### src/rtl/wb_stage_queue_if.sv
// Write-back stage bus: MEM handover, regfile write, trace head and
// forwarding lookup grouped into one interface. The master side is the
// pipeline environment and the slave side is the write-back queue.
interface wb_stage_queue_if #(
  parameter int DATA_W = 32
);
  logic              ready_go_mem;
  logic              allow_in;
  logic [31:0]       inst_from_mem;
  logic [31:0]       pc_from_mem;
  logic [DATA_W-1:0] data_to_reg_from_mem;
  logic              reg_en_from_mem;
  logic [4:0]        dest_from_mem;
  logic              trace_ready;
  logic              we;
  logic [4:0]        waddr;
  logic [DATA_W-1:0] wdata;
  logic [31:0]       inst;
  logic [31:0]       pc;
  logic              valid;
  logic [4:0]        query_addr;
  logic              fwd_hit;
  logic [DATA_W-1:0] fwd_data;
  logic [31:0]       stall_cycles;

  modport slave (
    input  ready_go_mem, inst_from_mem, pc_from_mem, data_to_reg_from_mem,
           reg_en_from_mem, dest_from_mem, trace_ready, query_addr,
    output allow_in, we, waddr, wdata, inst, pc, valid, fwd_hit, fwd_data,
           stall_cycles
  );

  modport master (
    output ready_go_mem, inst_from_mem, pc_from_mem, data_to_reg_from_mem,
           reg_en_from_mem, dest_from_mem, trace_ready, query_addr,
    input  allow_in, we, waddr, wdata, inst, pc, valid, fwd_hit, fwd_data,
           stall_cycles
  );
endinterface

### src/rtl/wb_stage_queue.sv
// Write-back stage queue: buffers up to DEPTH retiring instructions and
// retires the head only when the trace consumer accepts it. Counts cycles
// in which a head entry waits on the trace consumer.
// Optional feature macro: WB_FORWARD_EN builds the forwarding lookup over
// all buffered results; without it fwd_hit/fwd_data are tied to zero.
module wb_stage_queue #(
  parameter int          DATA_W   = 32,
  parameter int          DEPTH    = 2,
  parameter logic [31:0] RESET_PC = 32'h1bfffffc
) (
  input logic            clk,
  input logic            reset,
  wb_stage_queue_if.slave bus
);
  localparam int PTR_W = (DEPTH > 1) ? $clog2(DEPTH) : 1;
  localparam logic [PTR_W:0] FULL_CNT = (PTR_W + 1)'(DEPTH);

  logic [31:0]       inst_q   [DEPTH];
  logic [31:0]       pc_q     [DEPTH];
  logic [DATA_W-1:0] data_q   [DEPTH];
  logic              reg_en_q [DEPTH];
  logic [4:0]        dest_q   [DEPTH];

  logic [PTR_W-1:0] wr_ptr;
  logic [PTR_W-1:0] rd_ptr;
  logic [PTR_W:0]   count;
  logic [31:0]      stall_cnt;

  logic head_valid;
  logic push;
  logic commit;

  assign head_valid = (count != '0);
  // Registered count only, so a same-cycle commit never frees a slot.
  assign bus.allow_in = (count != FULL_CNT);
  assign push   = bus.ready_go_mem & bus.allow_in;
  // Commit is suppressed while reset is sampled so no write escapes.
  assign commit = head_valid & bus.trace_ready & ~reset;

  // Head entry toward regfile and trace port; fixed idle values when empty.
  always_comb begin
    bus.valid = head_valid;
    bus.inst  = '0;
    bus.pc    = RESET_PC;
    bus.waddr = '0;
    bus.wdata = '0;
    bus.we    = 1'b0;
    if (head_valid) begin
      bus.inst  = inst_q[rd_ptr];
      bus.pc    = pc_q[rd_ptr];
      bus.waddr = dest_q[rd_ptr];
      bus.wdata = data_q[rd_ptr];
      bus.we    = commit & reg_en_q[rd_ptr];
    end
  end

  assign bus.stall_cycles = stall_cnt;

  // Pointer, occupancy and stall-counter state.
  always_ff @(posedge clk) begin
    if (reset) begin
      wr_ptr    <= '0;
      rd_ptr    <= '0;
      count     <= '0;
      stall_cnt <= '0;
    end else begin
      if (push) begin
        wr_ptr <= wr_ptr + PTR_W'(1);
      end
      if (commit) begin
        rd_ptr <= rd_ptr + PTR_W'(1);
      end
      if (push && !commit) begin
        count <= count + (PTR_W + 1)'(1);
      end else if (!push && commit) begin
        count <= count - (PTR_W + 1)'(1);
      end
      if (head_valid && !bus.trace_ready) begin
        stall_cnt <= stall_cnt + 32'd1;
      end
    end
  end

  // Entry storage; contents need no reset since count gates visibility.
  always_ff @(posedge clk) begin
    if (push) begin
      inst_q[wr_ptr]   <= bus.inst_from_mem;
      pc_q[wr_ptr]     <= bus.pc_from_mem;
      data_q[wr_ptr]   <= bus.data_to_reg_from_mem;
      reg_en_q[wr_ptr] <= bus.reg_en_from_mem;
      dest_q[wr_ptr]   <= bus.dest_from_mem;
    end
  end

`ifdef WB_FORWARD_EN
  logic [PTR_W-1:0] fwd_idx;

  // Scan oldest to youngest so the last match (youngest) wins.
  always_comb begin
    bus.fwd_hit  = 1'b0;
    bus.fwd_data = '0;
    fwd_idx      = '0;
    for (int unsigned i = 0; i < DEPTH; i++) begin
      fwd_idx = rd_ptr + PTR_W'(i);
      if (((PTR_W + 1)'(i) < count) && (bus.query_addr != 5'd0) &&
          reg_en_q[fwd_idx] && (dest_q[fwd_idx] == bus.query_addr)) begin
        bus.fwd_hit  = 1'b1;
        bus.fwd_data = data_q[fwd_idx];
      end
    end
  end
`else
  logic unused_query;

  assign unused_query = ^bus.query_addr;
  assign bus.fwd_hit  = 1'b0;
  assign bus.fwd_data = '0;
`endif

endmodule

### src/flat_wrapper.sv
// flat-port wrapper written by rule: the top's interface ports become plain ports
module wb_stage_queue_flat 
#(
  parameter int          DATA_W   = 32,
  parameter int          DEPTH    = 2,
  parameter logic [31:0] RESET_PC = 32'h1bfffffc
)
  (clk, reset, bus_ready_go_mem, bus_inst_from_mem, bus_pc_from_mem, bus_data_to_reg_from_mem, bus_reg_en_from_mem, bus_dest_from_mem, bus_trace_ready, bus_query_addr, bus_allow_in, bus_we, bus_waddr, bus_wdata, bus_inst, bus_pc, bus_valid, bus_fwd_hit, bus_fwd_data, bus_stall_cycles);
  wb_stage_queue_if #(.DATA_W(DATA_W)) bus_i ();
  input logic clk;
  input logic reset;
  input wire logic [$bits(bus_i.ready_go_mem)-1:0] bus_ready_go_mem;
  input wire logic [$bits(bus_i.inst_from_mem)-1:0] bus_inst_from_mem;
  input wire logic [$bits(bus_i.pc_from_mem)-1:0] bus_pc_from_mem;
  input wire logic [$bits(bus_i.data_to_reg_from_mem)-1:0] bus_data_to_reg_from_mem;
  input wire logic [$bits(bus_i.reg_en_from_mem)-1:0] bus_reg_en_from_mem;
  input wire logic [$bits(bus_i.dest_from_mem)-1:0] bus_dest_from_mem;
  input wire logic [$bits(bus_i.trace_ready)-1:0] bus_trace_ready;
  input wire logic [$bits(bus_i.query_addr)-1:0] bus_query_addr;
  output wire logic [$bits(bus_i.allow_in)-1:0] bus_allow_in;
  output wire logic [$bits(bus_i.we)-1:0] bus_we;
  output wire logic [$bits(bus_i.waddr)-1:0] bus_waddr;
  output wire logic [$bits(bus_i.wdata)-1:0] bus_wdata;
  output wire logic [$bits(bus_i.inst)-1:0] bus_inst;
  output wire logic [$bits(bus_i.pc)-1:0] bus_pc;
  output wire logic [$bits(bus_i.valid)-1:0] bus_valid;
  output wire logic [$bits(bus_i.fwd_hit)-1:0] bus_fwd_hit;
  output wire logic [$bits(bus_i.fwd_data)-1:0] bus_fwd_data;
  output wire logic [$bits(bus_i.stall_cycles)-1:0] bus_stall_cycles;
  assign bus_i.ready_go_mem = bus_ready_go_mem;
  assign bus_i.inst_from_mem = bus_inst_from_mem;
  assign bus_i.pc_from_mem = bus_pc_from_mem;
  assign bus_i.data_to_reg_from_mem = bus_data_to_reg_from_mem;
  assign bus_i.reg_en_from_mem = bus_reg_en_from_mem;
  assign bus_i.dest_from_mem = bus_dest_from_mem;
  assign bus_i.trace_ready = bus_trace_ready;
  assign bus_i.query_addr = bus_query_addr;
  assign bus_allow_in = bus_i.allow_in;
  assign bus_we = bus_i.we;
  assign bus_waddr = bus_i.waddr;
  assign bus_wdata = bus_i.wdata;
  assign bus_inst = bus_i.inst;
  assign bus_pc = bus_i.pc;
  assign bus_valid = bus_i.valid;
  assign bus_fwd_hit = bus_i.fwd_hit;
  assign bus_fwd_data = bus_i.fwd_data;
  assign bus_stall_cycles = bus_i.stall_cycles;
  wb_stage_queue #(.DATA_W(DATA_W), .DEPTH(DEPTH), .RESET_PC(RESET_PC)) u_core (.clk(clk), .reset(reset), .bus(bus_i));
endmodule
### config.mk
export PLATFORM = sky130hd
export DESIGN_NAME = wb_stage_queue_flat
export DESIGN_NICKNAME = d
export VERILOG_FILES = /design/src/rtl/wb_stage_queue_if.sv /design/src/rtl/wb_stage_queue.sv /design/src/flat_wrapper.sv
export SDC_FILE = /design/constraint.sdc
export NUM_CORES = 1
export LEC_CHECK = 0
export ABC_AREA = 1
export CORE_ASPECT_RATIO = 0.9
export CORE_MARGIN = 5
export CORE_UTILIZATION = 51
export CTS_CLUSTER_SIZE = 30
export DETAILED_ROUTE_END_ITERATION = 10
export HOLD_SLACK_MARGIN = 0.15
export PLACE_DENSITY_LB_ADDON = 0.25
export SLEW_MARGIN = 20
export SYNTH_ARGS = -nofsm -noshare
export SYNTH_HDL_FRONTEND = slang
export SYNTH_SLANG_ARGS = --single-unit
### constraint.sdc
create_clock -name clk -period 18.65 [get_ports clk]
set_input_delay 3.73 -clock clk [delete_from_list [all_inputs] [get_ports clk]]
set_output_delay 3.73 -clock clk [all_outputs]
set_load 0.01 [all_outputs]
==> impl_results.rst <==
.. list-table::
   :header-rows: 1

   * - Metric
     - Value
   * - Run status
     - completed
   * - FF+latch area
     - 0.00687 mm2
   * - Share of Yosys cell area claimed by the top area cell type
     - 62.6%
   * - Routed vias/inst
     - 5.02
   * - Final-report hold violation count
     - 0
   * - Post-cts repair resize count
     - 0
   * - Syn Area/Cell
     - 11.0 um2
   * - Classification of the worst-slack hold path
     - reg2reg
   * - Maximum VDD drop
     - 0.0939 mV
   * - Count leader, synth
     - nand2_1
   * - Root Buffer Master
     - clkbuf_16
   * - Number of flops mapped to enable cells by yosys
     - 204
   * - Max_slew headroom
     - 38.2%
   * - Worst-case hold slack
     - 0.502 ns
   * - Post-route cell area
     - 0.0131 mm2
   * - Quantity of I/O buffers inserted on ports
     - 241
   * - H-tree depth
     - 1
   * - Actual slew at the worst max-slew pin
     - 0.927 ns
   * - Routed wire length
     - 23,300 um
   * - LEAKAGE
     - 4.72 nW
   * - Combined area of the multi-input logic cells
     - 0.00246 mm2
   * - Endpoint type of the worst setup path
     - output pin
   * - Overall track demand over capacity in global routing
     - 20.5%
   * - Number of violations of the max-capacitance limit
     - 0
   * - Maximum buffer depth of the clock tree
     - 3
   * - Max Fclk
     - 0.103 GHz
   * - Share of post-route cells with drive strength above 1
     - 4.55%
   * - Post-route setup TNS
     - 0 ns
   * - Die extent in y
     - 141 um
   * - Drc violations
     - 0
   * - Post-Syn Area
     - 0.00979 mm2
   * - Final routed wire length divided by cell count
     - 16.7 um
   * - Synth Warn #
     - 0
   * - Worst EP arrival
     - 5.96 ns
   * - Post CTS Setup Buffer Count
     - 0
   * - # clock sinks
     - 241
   * - Synthesized flop and latch total
     - 241
   * - Layout Skew
     - 0.0124 ns
   * - Most used DFF post-synth
     - edfxtp_1
   * - Count of hold-fix buffers inserted at cts
     - 0
   * - Initial core utilization
     - 51.4%
   * - Vias in the first global route
     - 7,026
   * - Total grt overflow
     - 0
   * - Worst skew pair latency
     - 0.51 ns
   * - Kind of start point of the critical path
     - primary input
   * - TritonCTS buffer count
     - 25
   * - Leading post-synthesis cells by cell area
     - edfxtp_1 (63%), nand2_1 (10%), dfxtp_1 (7.6%)
   * - Critical path fanouts, max
     - 32
   * - Placed wire-length estimate
     - 15,300 um
   * - Wire length of the first global-routing pass
     - 35,900 um
   * - Min Tclk post-route
     - 9.69 ns
   * - Initial antenna violation count
     - 0
   * - Total number of nets in the final design
     - 1,242
   * - Number of placement rows
     - 48
   * - Cell taking the most area after synthesis
     - edfxtp_1
   * - Count of cell types in the netlist
     - 30
   * - Total cell area at the placement stage
     - 0.0123 mm2
   * - Sequential share of the synthesized area
     - 70.2%
   * - Detailed Route Iter0 Violations
     - 435
   * - First-pass DRT Iterations
     - 5
   * - Share of the clock period used by the worst path
     - 51.9%
   * - Routed via count
     - 6,991
   * - Endpoints failing setup
     - 0
   * - CTS tree
     - done
   * - Required time of the worst setup path
     - 14.92 ns
   * - Cell Count Post-Placement
     - 1,352
   * - Async set-or-reset flop fraction in the synthesized netlist
     - 0%
   * - Die width
     - 156 um
   * - Signed area change from the synthesized netlist to the final layout
     - 33.5%
   * - Max-slew violations
     - 0
   * - PD cells
     - 135 mW/mm2
   * - Number of filler cells placed in the layout
     - 1,407
   * - Io pins
     - 280
   * - Filler-free cell count of the finished design
     - 1,394
   * - Clk slew on worst S/H paths
     - 0.06 ns
   * - Post-route antenna net violation count
     - 0
   * - Setup repair after global routing missed its margin
     - false
   * - Final RePlAce weighted congestion
     - 0.850
   * - Core area
     - 0.0190 mm2
   * - Most common library cells after synthesis
     - nand2_1 (273), edfxtp_1 (204), a21oi_1 (94)
   * - Worst setup path class
     - in2out
   * - Maximum number of pins on one net before global-route repair
     - 78
   * - Die Area
     - 0.0221 mm2
   * - Gate count of the mapped netlist
     - 891
[stage by stage]
stage / setup WS [ns] / total power [mW] / utilization, %
2_1_floorplan: 10.0 / 0.992 / -
3_3_place_gp: 8.93 / 1.31 / 64.7
3_5_place_dp: 8.95 / 1.32 / 64.7
4_1_cts: 8.93 / 1.79 / 68.6
5_1_grt: 8.83 / 1.86 / 68.6
6_report: 8.96 / 1.76 / 68.6
[power by group]
group	leakage [nW]	internal, mW	switching, mW
clock network	0.357	0.274	0.188
logic	2.16	0.267	0.342
registers	2.20	0.665	0.0264
total	4.72	1.21	0.557
[worst paths after layout]
kind                                    start                          end  slack (ns)  cells after the start
hold reg to reg   u_core.bus.stall_cycles[10]  u_core.bus.stall_cycles[10]        0.50                      1
setup reg to reg              u_core.count[0]            u_core.pc_q[0][2]       16.00                      6
setup / recovery                        reset                       bus_we        8.96                      5
hold / removal    u_core.bus.stall_cycles[10]  u_core.bus.stall_cycles[10]        0.50                      1
[logic make-up (layout without fill, tap and decap cells)]
| family | Yosys count | count (layout) | synth area share (%) |
|---|---|---|---|
| AO/OA/AOI/OAI | 115 | 115 | 5.96 |
| XOR/XNOR | 2 | 2 | 0.179 |
| adder cells (fa/ha/maj) | 2 | 2 | 0.256 |
| buffers and inverters | 124 | 344 | 6.14 |
| flip-flops | 241 | 241 | 70.2 |
| other | 1 | 34 | 0.0383 |
| AND/OR/NAND/NOR | 406 | 406 | 17.3 |
[cells in the final DEF (no fill, tap or decap), drive strengths merged]
cell type      netlist  routed
bufinv               0       2
nor2                66      66
nand4               10      10
nand3               48      48
conb                 1      33
xnor2                1       1
xor2                 1       1
buf                 49       7
inv                 55      55
clkinv               0       3
diode                0       1
nor3                 4       4
a21oi               94      94
o21a                 1       1
edfxtp             204     204
o21ai               17      17
ha                   2       2
nor3b                1       1
a31oi                2       2
clkdlybuf4s50        0     241
nand2              276     276
dfxtp               37      37
o21bai               1       1
clkbuf              20      36
nand3b               1       1
[flip-flops by register name (all words and copies together) (netlist names), named ones only]
| register | count |
|---|---|
| u_core.pc_q | 64 |
| u_core.wr_ptr | 1 |
| u_core.inst_q | 64 |
| u_core.dest_q | 10 |
| u_core.rd_ptr | 1 |
| u_core.reg_en_q | 2 |
| u_core.data_q | 64 |
| u_core.bus.stall_cycles | 32 |
| u_core.count | 2 |
[layer usage]
metal  global-route usage (%)  part of all wire (%)
met1                     24.4                    38
met2                     35.0                    49
met3                     7.90                    10
met4                     5.30                   2.6
met5                        0                     0
[critical path, cell delays in order]
cell and delay (ns):
clkdlybuf4s50_1 0.57, inv_1 0.76, nand2_1 0.17, a21oi_1 0.16, clkdlybuf4s50_1 0.57
[area by class of cell]
cell class                 count  share of cell area (%)
timing repair buffer         248                    18.9
clock buffer                  36                    5.11
sequential                   241                    52.6
multi-input combinational    558                    18.8
inverter                      55                    1.59
clock inverter                 5                   0.584
tap                          250                    2.39
antenna                        1                  0.0192
Note: power is estimated with default switching activity, not from simulation.
